## config.mk

```make
export PLATFORM = sky130hd
export DESIGN_NAME = sensor_conditioner
export DESIGN_NICKNAME = d
export VERILOG_FILES = /design/src/rtl/traffic_pkg.sv /design/src/rtl/sensor_conditioner_debounce_channel.sv /design/src/rtl/sensor_conditioner.sv
export SDC_FILE = /design/constraint.sdc
export NUM_CORES = 1
export LEC_CHECK = 0
export CAP_MARGIN = 20
export CORE_MARGIN = 2
export CORE_UTILIZATION = 55
export CTS_CLUSTER_DIAMETER = 120
export DETAILED_ROUTE_END_ITERATION = 6
export PLACE_DENSITY = 0.73
export SYNTH_ARGS = -nofsm -noshare
export SYNTH_HDL_FRONTEND = slang
export SYNTH_SLANG_ARGS = --single-unit
export TNS_END_PERCENT = 20
```

## constraint.sdc

```tcl
create_clock -name clk -period 2.97 [get_ports clk]
set_input_delay 0.594 -clock clk [delete_from_list [all_inputs] [get_ports clk]]
set_output_delay 0.594 -clock clk [all_outputs]
set_load 0.005 [all_outputs]
```

## src/rtl/traffic_pkg.sv

```systemverilog
// Shared constants for the traffic-light slice: channel map, channel count and
// clock rate. The sensor conditioner and the traffic FSM both import this.
package traffic_pkg;

  localparam int unsigned NUM_CH           = 5;

  localparam int unsigned CH_LEFT_MAIN     = 0;
  localparam int unsigned CH_LEFT_CROSS    = 1;
  localparam int unsigned CH_TRAFFIC_CROSS = 2;
  localparam int unsigned CH_WALK_MAIN     = 3;
  localparam int unsigned CH_WALK_CROSS    = 4;

  localparam int unsigned CLK_HZ           = 50_000_000;

  // Converts a duration in milliseconds to clk cycles at CLK_HZ.
  function automatic int unsigned ms_to_cycles(input int unsigned ms);
    return ms * (CLK_HZ / 1000);
  endfunction

endpackage

```

## src/rtl/sensor_conditioner_debounce_channel.sv

```systemverilog
// Single-bit sensor conditioner: 2-flop synchroniser, debounce counter,
// rising-edge pulse and sticky request. With SENSOR_STUCK_DETECT_EN defined
// it also flags a level that stays high too long and masks its request.
module debounce_channel #(
  parameter int unsigned DEBOUNCE_CYCLES = 500_000
`ifdef SENSOR_STUCK_DETECT_EN
  , parameter int unsigned STUCK_CYCLES  = 1_500_000_000
`endif
) (
  input  logic clk,
  input  logic rst,
  input  logic raw_in,
  input  logic clr,
  output logic level,
  output logic req,
  output logic rise,
  output logic fault
);

  import traffic_pkg::*;

  localparam int unsigned          CNT_W    = $clog2(DEBOUNCE_CYCLES);
  localparam logic [CNT_W-1:0]     CNT_LAST = CNT_W'(DEBOUNCE_CYCLES - 1);

  logic             sync1;
  logic             sync2;
  logic [CNT_W-1:0] cnt;
  logic             level_q;
  logic             rise_q;
  logic             req_q;
  logic             fault_q;
  logic             qualify;
  logic             set_req;

  // Synchronised sample has differed from the level for the full window.
  always_comb begin
    qualify = (sync2 != level_q) && (cnt == CNT_LAST);
    set_req = qualify && sync2;
  end

  // Two-flop synchroniser for the asynchronous board input.
  always_ff @(posedge clk) begin
    if (rst) begin
      sync1 <= 1'b0;
      sync2 <= 1'b0;
    end else begin
      sync1 <= raw_in;
      sync2 <= sync1;
    end
  end

  // Debounce: any agreement with the current level restarts the window.
  always_ff @(posedge clk) begin
    if (rst) begin
      level_q <= 1'b0;
      cnt     <= '0;
    end else if (sync2 == level_q) begin
      cnt     <= '0;
    end else if (cnt == CNT_LAST) begin
      level_q <= sync2;
      cnt     <= '0;
    end else begin
      cnt     <= cnt + 1'b1;
    end
  end

  // Rise pulse on the same edge the level goes high.
  always_ff @(posedge clk) begin
    if (rst) begin
      rise_q <= 1'b0;
    end else begin
      rise_q <= set_req;
    end
  end

  // Sticky request: a new press beats a coincident clear.
  always_ff @(posedge clk) begin
    if (rst) begin
      req_q <= 1'b0;
    end else if (set_req) begin
      req_q <= 1'b1;
    end else if (fault_q || clr) begin
      req_q <= 1'b0;
    end
  end

`ifdef SENSOR_STUCK_DETECT_EN
  localparam int unsigned      STK_W    = $clog2(STUCK_CYCLES);
  localparam logic [STK_W-1:0] STK_LAST = STK_W'(STUCK_CYCLES - 1);

  logic [STK_W-1:0] stk;

  // Stuck detector: counts high time, saturates and flags at the limit.
  always_ff @(posedge clk) begin
    if (rst || !level_q) begin
      stk     <= '0;
      fault_q <= 1'b0;
    end else if (stk == STK_LAST) begin
      fault_q <= 1'b1;
    end else begin
      stk     <= stk + 1'b1;
    end
  end

  // The stored request is cleared one edge after a fault appears, so it is
  // masked here to hide it on the edge the fault itself is raised.
  always_comb begin
    req   = req_q && !fault_q;
    fault = fault_q;
  end
`else
  assign fault_q = 1'b0;

  // No stuck detection: the request is passed straight through.
  always_comb begin
    req   = req_q;
    fault = 1'b0;
  end
`endif

  assign level = level_q;
  assign rise  = rise_q;

endmodule

```

## src/rtl/sensor_conditioner.sv

```systemverilog
// Sensor conditioner feeding the traffic FSM's sensors[4:0] input: one
// debounce_channel per raw board input. Optional stuck-sensor detection is
// enabled by defining SENSOR_STUCK_DETECT_EN; otherwise fault is tied to 0.
module sensor_conditioner #(
  parameter int unsigned NUM_CH          = traffic_pkg::NUM_CH,
  parameter int unsigned DEBOUNCE_CYCLES = traffic_pkg::ms_to_cycles(10),
  parameter int unsigned STUCK_CYCLES    = traffic_pkg::ms_to_cycles(30_000)
) (
  input  logic              clk,
  input  logic              rst,
  input  logic [NUM_CH-1:0] raw_in,
  input  logic [NUM_CH-1:0] clr,
  output logic [NUM_CH-1:0] level,
  output logic [NUM_CH-1:0] req,
  output logic [NUM_CH-1:0] rise,
  output logic [NUM_CH-1:0] fault
);

  import traffic_pkg::*;

  // Channels are fully independent; one instance per input bit.
  for (genvar g = 0; g < NUM_CH; g++) begin : g_ch
    debounce_channel #(
      .DEBOUNCE_CYCLES (DEBOUNCE_CYCLES)
`ifdef SENSOR_STUCK_DETECT_EN
      , .STUCK_CYCLES  (STUCK_CYCLES)
`endif
    ) u_ch (
      .clk    (clk),
      .rst    (rst),
      .raw_in (raw_in[g]),
      .clr    (clr[g]),
      .level  (level[g]),
      .req    (req[g]),
      .rise   (rise[g]),
      .fault  (fault[g])
    );
  end

endmodule

```

==> impl_metrics.tcl <==
set metrics [dict create \
    dp_hpwl_mm 7.07 \
    grt_use_total_pct 21.0 \
    hold_ws_ns 0.434 \
    setup_viol 0 \
    ctsResizeCount 0 \
    gp_congestion 0.832 \
    ys_warn_count 0 \
    path_max_fanout 17 \
    finalCritPeriodShare_pct 75.6 \
    hold_class "reg -> reg" \
    synth_compound_area_share_pct 7.85 \
    fp.dieArea_um2 10500 \
    postCtsSetupRepairBufs 0 \
    drt_iter0_drc 151 \
    worstPathArrival_ns 2.61 \
    synthDistinctLibCells 49 \
    ant_nets 0 \
    ys_seq_elements 120 \
    rr_worst_depth 4 \
    grt_overflow 0 \
    start_util_pct 57.3 \
    fin_crit_ns 2.24 \
    cp-start-kind "register" \
    finClkSkew_ns 0.00707 \
    drive_gt1_share_pct 7.45 \
    vias 4177 \
    finalNetCount 635 \
    seq_power_share_pct 41.7 \
    maxSlewViolCount 0 \
    grt_pass1_vias 3996 \
    synth_cells 602 \
    cts_sinks 120 \
    status "completed" \
    clk_pin_slew_ns 0.06 \
    internal_power_mw 3.18 \
    clockPowerShare_pct 57.1 \
    synth-adder-area-share_pct 1.17 \
    firstDrtPassIters 4 \
    switching_share_pct 18.5 \
    num_io_pins 32 \
    core_um2 9330 \
    p_comb_share_pct 1.3 \
    place_ws_ns 0.557 \
    rows 35 \
    avgSynthCellArea_um2 8.87 \
    cts_made_buffers 17 \
    timing.final.ws_setup_ns 0.725 \
    rsz0062_at_grt "no" \
    antenna_found_initial 0 \
    htreeDepth 4 \
    synth_simple_gate_area_share_pct 29.8 \
    criticalPathCategory "reg -> reg" \
    wire_per_inst_um 13.7 \
    area_growth_pct 16.8 \
    grt_max_degree 18 \
    worstSetupEndpointType "register" \
    grt_pass1_wl_mm 17.6 \
    portBuffers 26 \
    max-vdd-ir-drop_uv 659 \
    critPathRequiredTime_ns 3.34 \
    worstSkewPairLatency_ns 0.51 \
    max_freq_mhz 446 \
    synthXorXnorAreaFrac_pct 10.7 \
    synth_seq_area_share_pct 45.0 \
    drt_drc_violations_left 0 \
    syn-cell-area_um2 5340 \
    dieWidth_um 103 \
    viasPerCell 5.50 \
    leakagePower_nw 2.02 \
    diodes 0 \
    postCtsHoldBufs 0 \
    p_per_area_nw_per_um2 625 \
    fin_tns_setup_ns 0 \
    min_path_cells 1 \
    relSlewSlack_pct 53.3 \
    worst_pin_slew_ns 0.699 \
    cts_max_path_buffers 2 \
    dieHeight_um 103 \
    cts-root-buf "clkbuf_8" \
    muxShareOfSynthArea_pct 0 \
    max-cap-violations 0 \
    net-switching-power_mw 0.720 \
    cts_tree "built" \
    synth_top_family_by_area "simple AND/OR/NAND/NOR gates" \
    hold_violations 0 \
    wl_mm 10.4 \
]
## kinds of logic (layout without fill, tap and decap cells)
family,count (synthesis),after routing
adders and majority gates,5,5
buffers and inverters,55,80
xor gates and xnor gates,65,65
and+or+nand+nor,286,286
other,1,5
AOI/OAI and AO/OA,70,70
DFF,120,120
## layout by cell type, fill, tap and decap left out, types with 13 or more instances in the layout
| cell | netlist | routed |
|---|---|---|
| or4_1 | 17 | 17 |
| xnor2_1 | 21 | 21 |
| o21ai_0 | 15 | 15 |
| clkbuf_16 | 0 | 16 |
| clkdlybuf4s50_1 | 0 | 26 |
| nand4_1 | 33 | 33 |
| nor2_1 | 80 | 80 |
| xor2_1 | 44 | 44 |
| or3_1 | 13 | 13 |
| dfxtp_1 | 120 | 120 |
| nand2_1 | 24 | 24 |
| inv_1 | 16 | 16 |
| nand3_1 | 36 | 36 |
| a21oi_1 | 33 | 33 |
## power groups by stage
stage | registers, mW | logic (mW) | clock network, mW
6_report | 1.62 | 0.0495 | 2.22
5_1_grt | 1.62 | 0.0552 | 2.33
4_1_cts | 1.62 | 0.0500 | 2.25
3_5_place_dp | 1.66 | 0.0497 | 0
3_3_place_gp | 1.66 | 0.0475 | 0
2_1_floorplan | 1.66 | 0.0321 | 0
## sequential cells by signal, summed over array words and instances (netlist names)
signal / count
g_ch.u_ch.cnt: 95
g_ch.u_ch.level: 5
g_ch.u_ch.req: 5
g_ch.u_ch.rise: 5
g_ch.u_ch.sync1: 5
g_ch.u_ch.sync2: 5
## critical path: stages (launching register included)
cell	delay, ns
dfxtp_1	0.32
or4b_4	0.55
or4_4	0.54
o21bai_2	0.57
nor2_1	0.12
## layer usage
metal | track usage (%) | up-vias | share of wire, %
li1 | - | 2145 | -
met1 | 25.2 | 1953 | 46
met2 | 35.8 | 67 | 49
met3 | 6.51 | 12 | 3.4
met4 | 7.38 | 0 | 1.2
met5 | 0 | - | 0
## final timing paths
kind                                            end                  from  slack, ns
worst max-delay path            g_ch[3].u_ch.cnt[3]  g_ch[3].u_ch.cnt[11]       0.73
worst min-delay path             g_ch[1].u_ch.sync2    g_ch[1].u_ch.sync1       0.43
worst max register to register  g_ch[3].u_ch.cnt[3]  g_ch[3].u_ch.cnt[11]       0.73
worst min register to register   g_ch[1].u_ch.sync2    g_ch[1].u_ch.sync1       0.43
## layout make-up
type / instances / area (um^2)
flip-flops and latches: 120 / 2400
clock buffers: 24 / 480
clock inverters: 8 / 165
inverters: 16 / 60.1
repair buffers: 32 / 309
fillers: 742 / 3090
well taps: 129 / 161
multi-input cells: 431 / 2660
## synth_stat cells, drive strengths merged
cell,instances,area (um^2)
o21ba,1,10.0
or4,18,139
nand3b,1,7.51
o21bai,3,26.3
xor2,44,385
and4b,1,10.0
nor2b,12,75.1
and2,4,26.3
o32ai,1,8.76
conb,1,3.75
buf,24,175
inv,16,60.1
nor2,80,300
clkbuf,15,56.3
nand4b,1,8.76
or4bb,2,22.5
a21o,1,7.51
or4b,2,27.5
or2,1,6.26
and3,9,56.3
xnor2,21,184
dfxtp,120,2400
ha,5,62.6
o21ai,16,83.8
nand4,33,206
nand3,36,180
nand2,24,90.1
nor4b,3,26.3
o21a,1,7.51
nor3b,3,22.5
nand2b,9,56.3
nand4bb,1,11.3
or3b,2,17.5
nor4,8,56.3
and4,12,105
nor3,10,50.1
a21oi,33,165
nor4bb,1,10.0
o31ai,12,90.1
or3,13,81.3
a21bo,2,20.0
## through the flow
| stage | area, um^2 | std cells | utilization (%) | total power [mW] |
|---|---|---|---|---|
| 4_1_cts | 6240 | 760 | 66.9 | 3.92 |
| 3_5_place_dp | 5600 | 728 | 60.0 | 1.71 |
| 2_1_floorplan | 5360 | 606 | - | 1.69 |
| 6_report | 6240 | 760 | 66.9 | 3.90 |
| 5_1_grt | 6240 | 760 | 66.9 | 4.01 |
| 3_3_place_gp | 5580 | 726 | 59.8 | 1.71 |
Note: power is estimated with default switching activity, not from simulation.
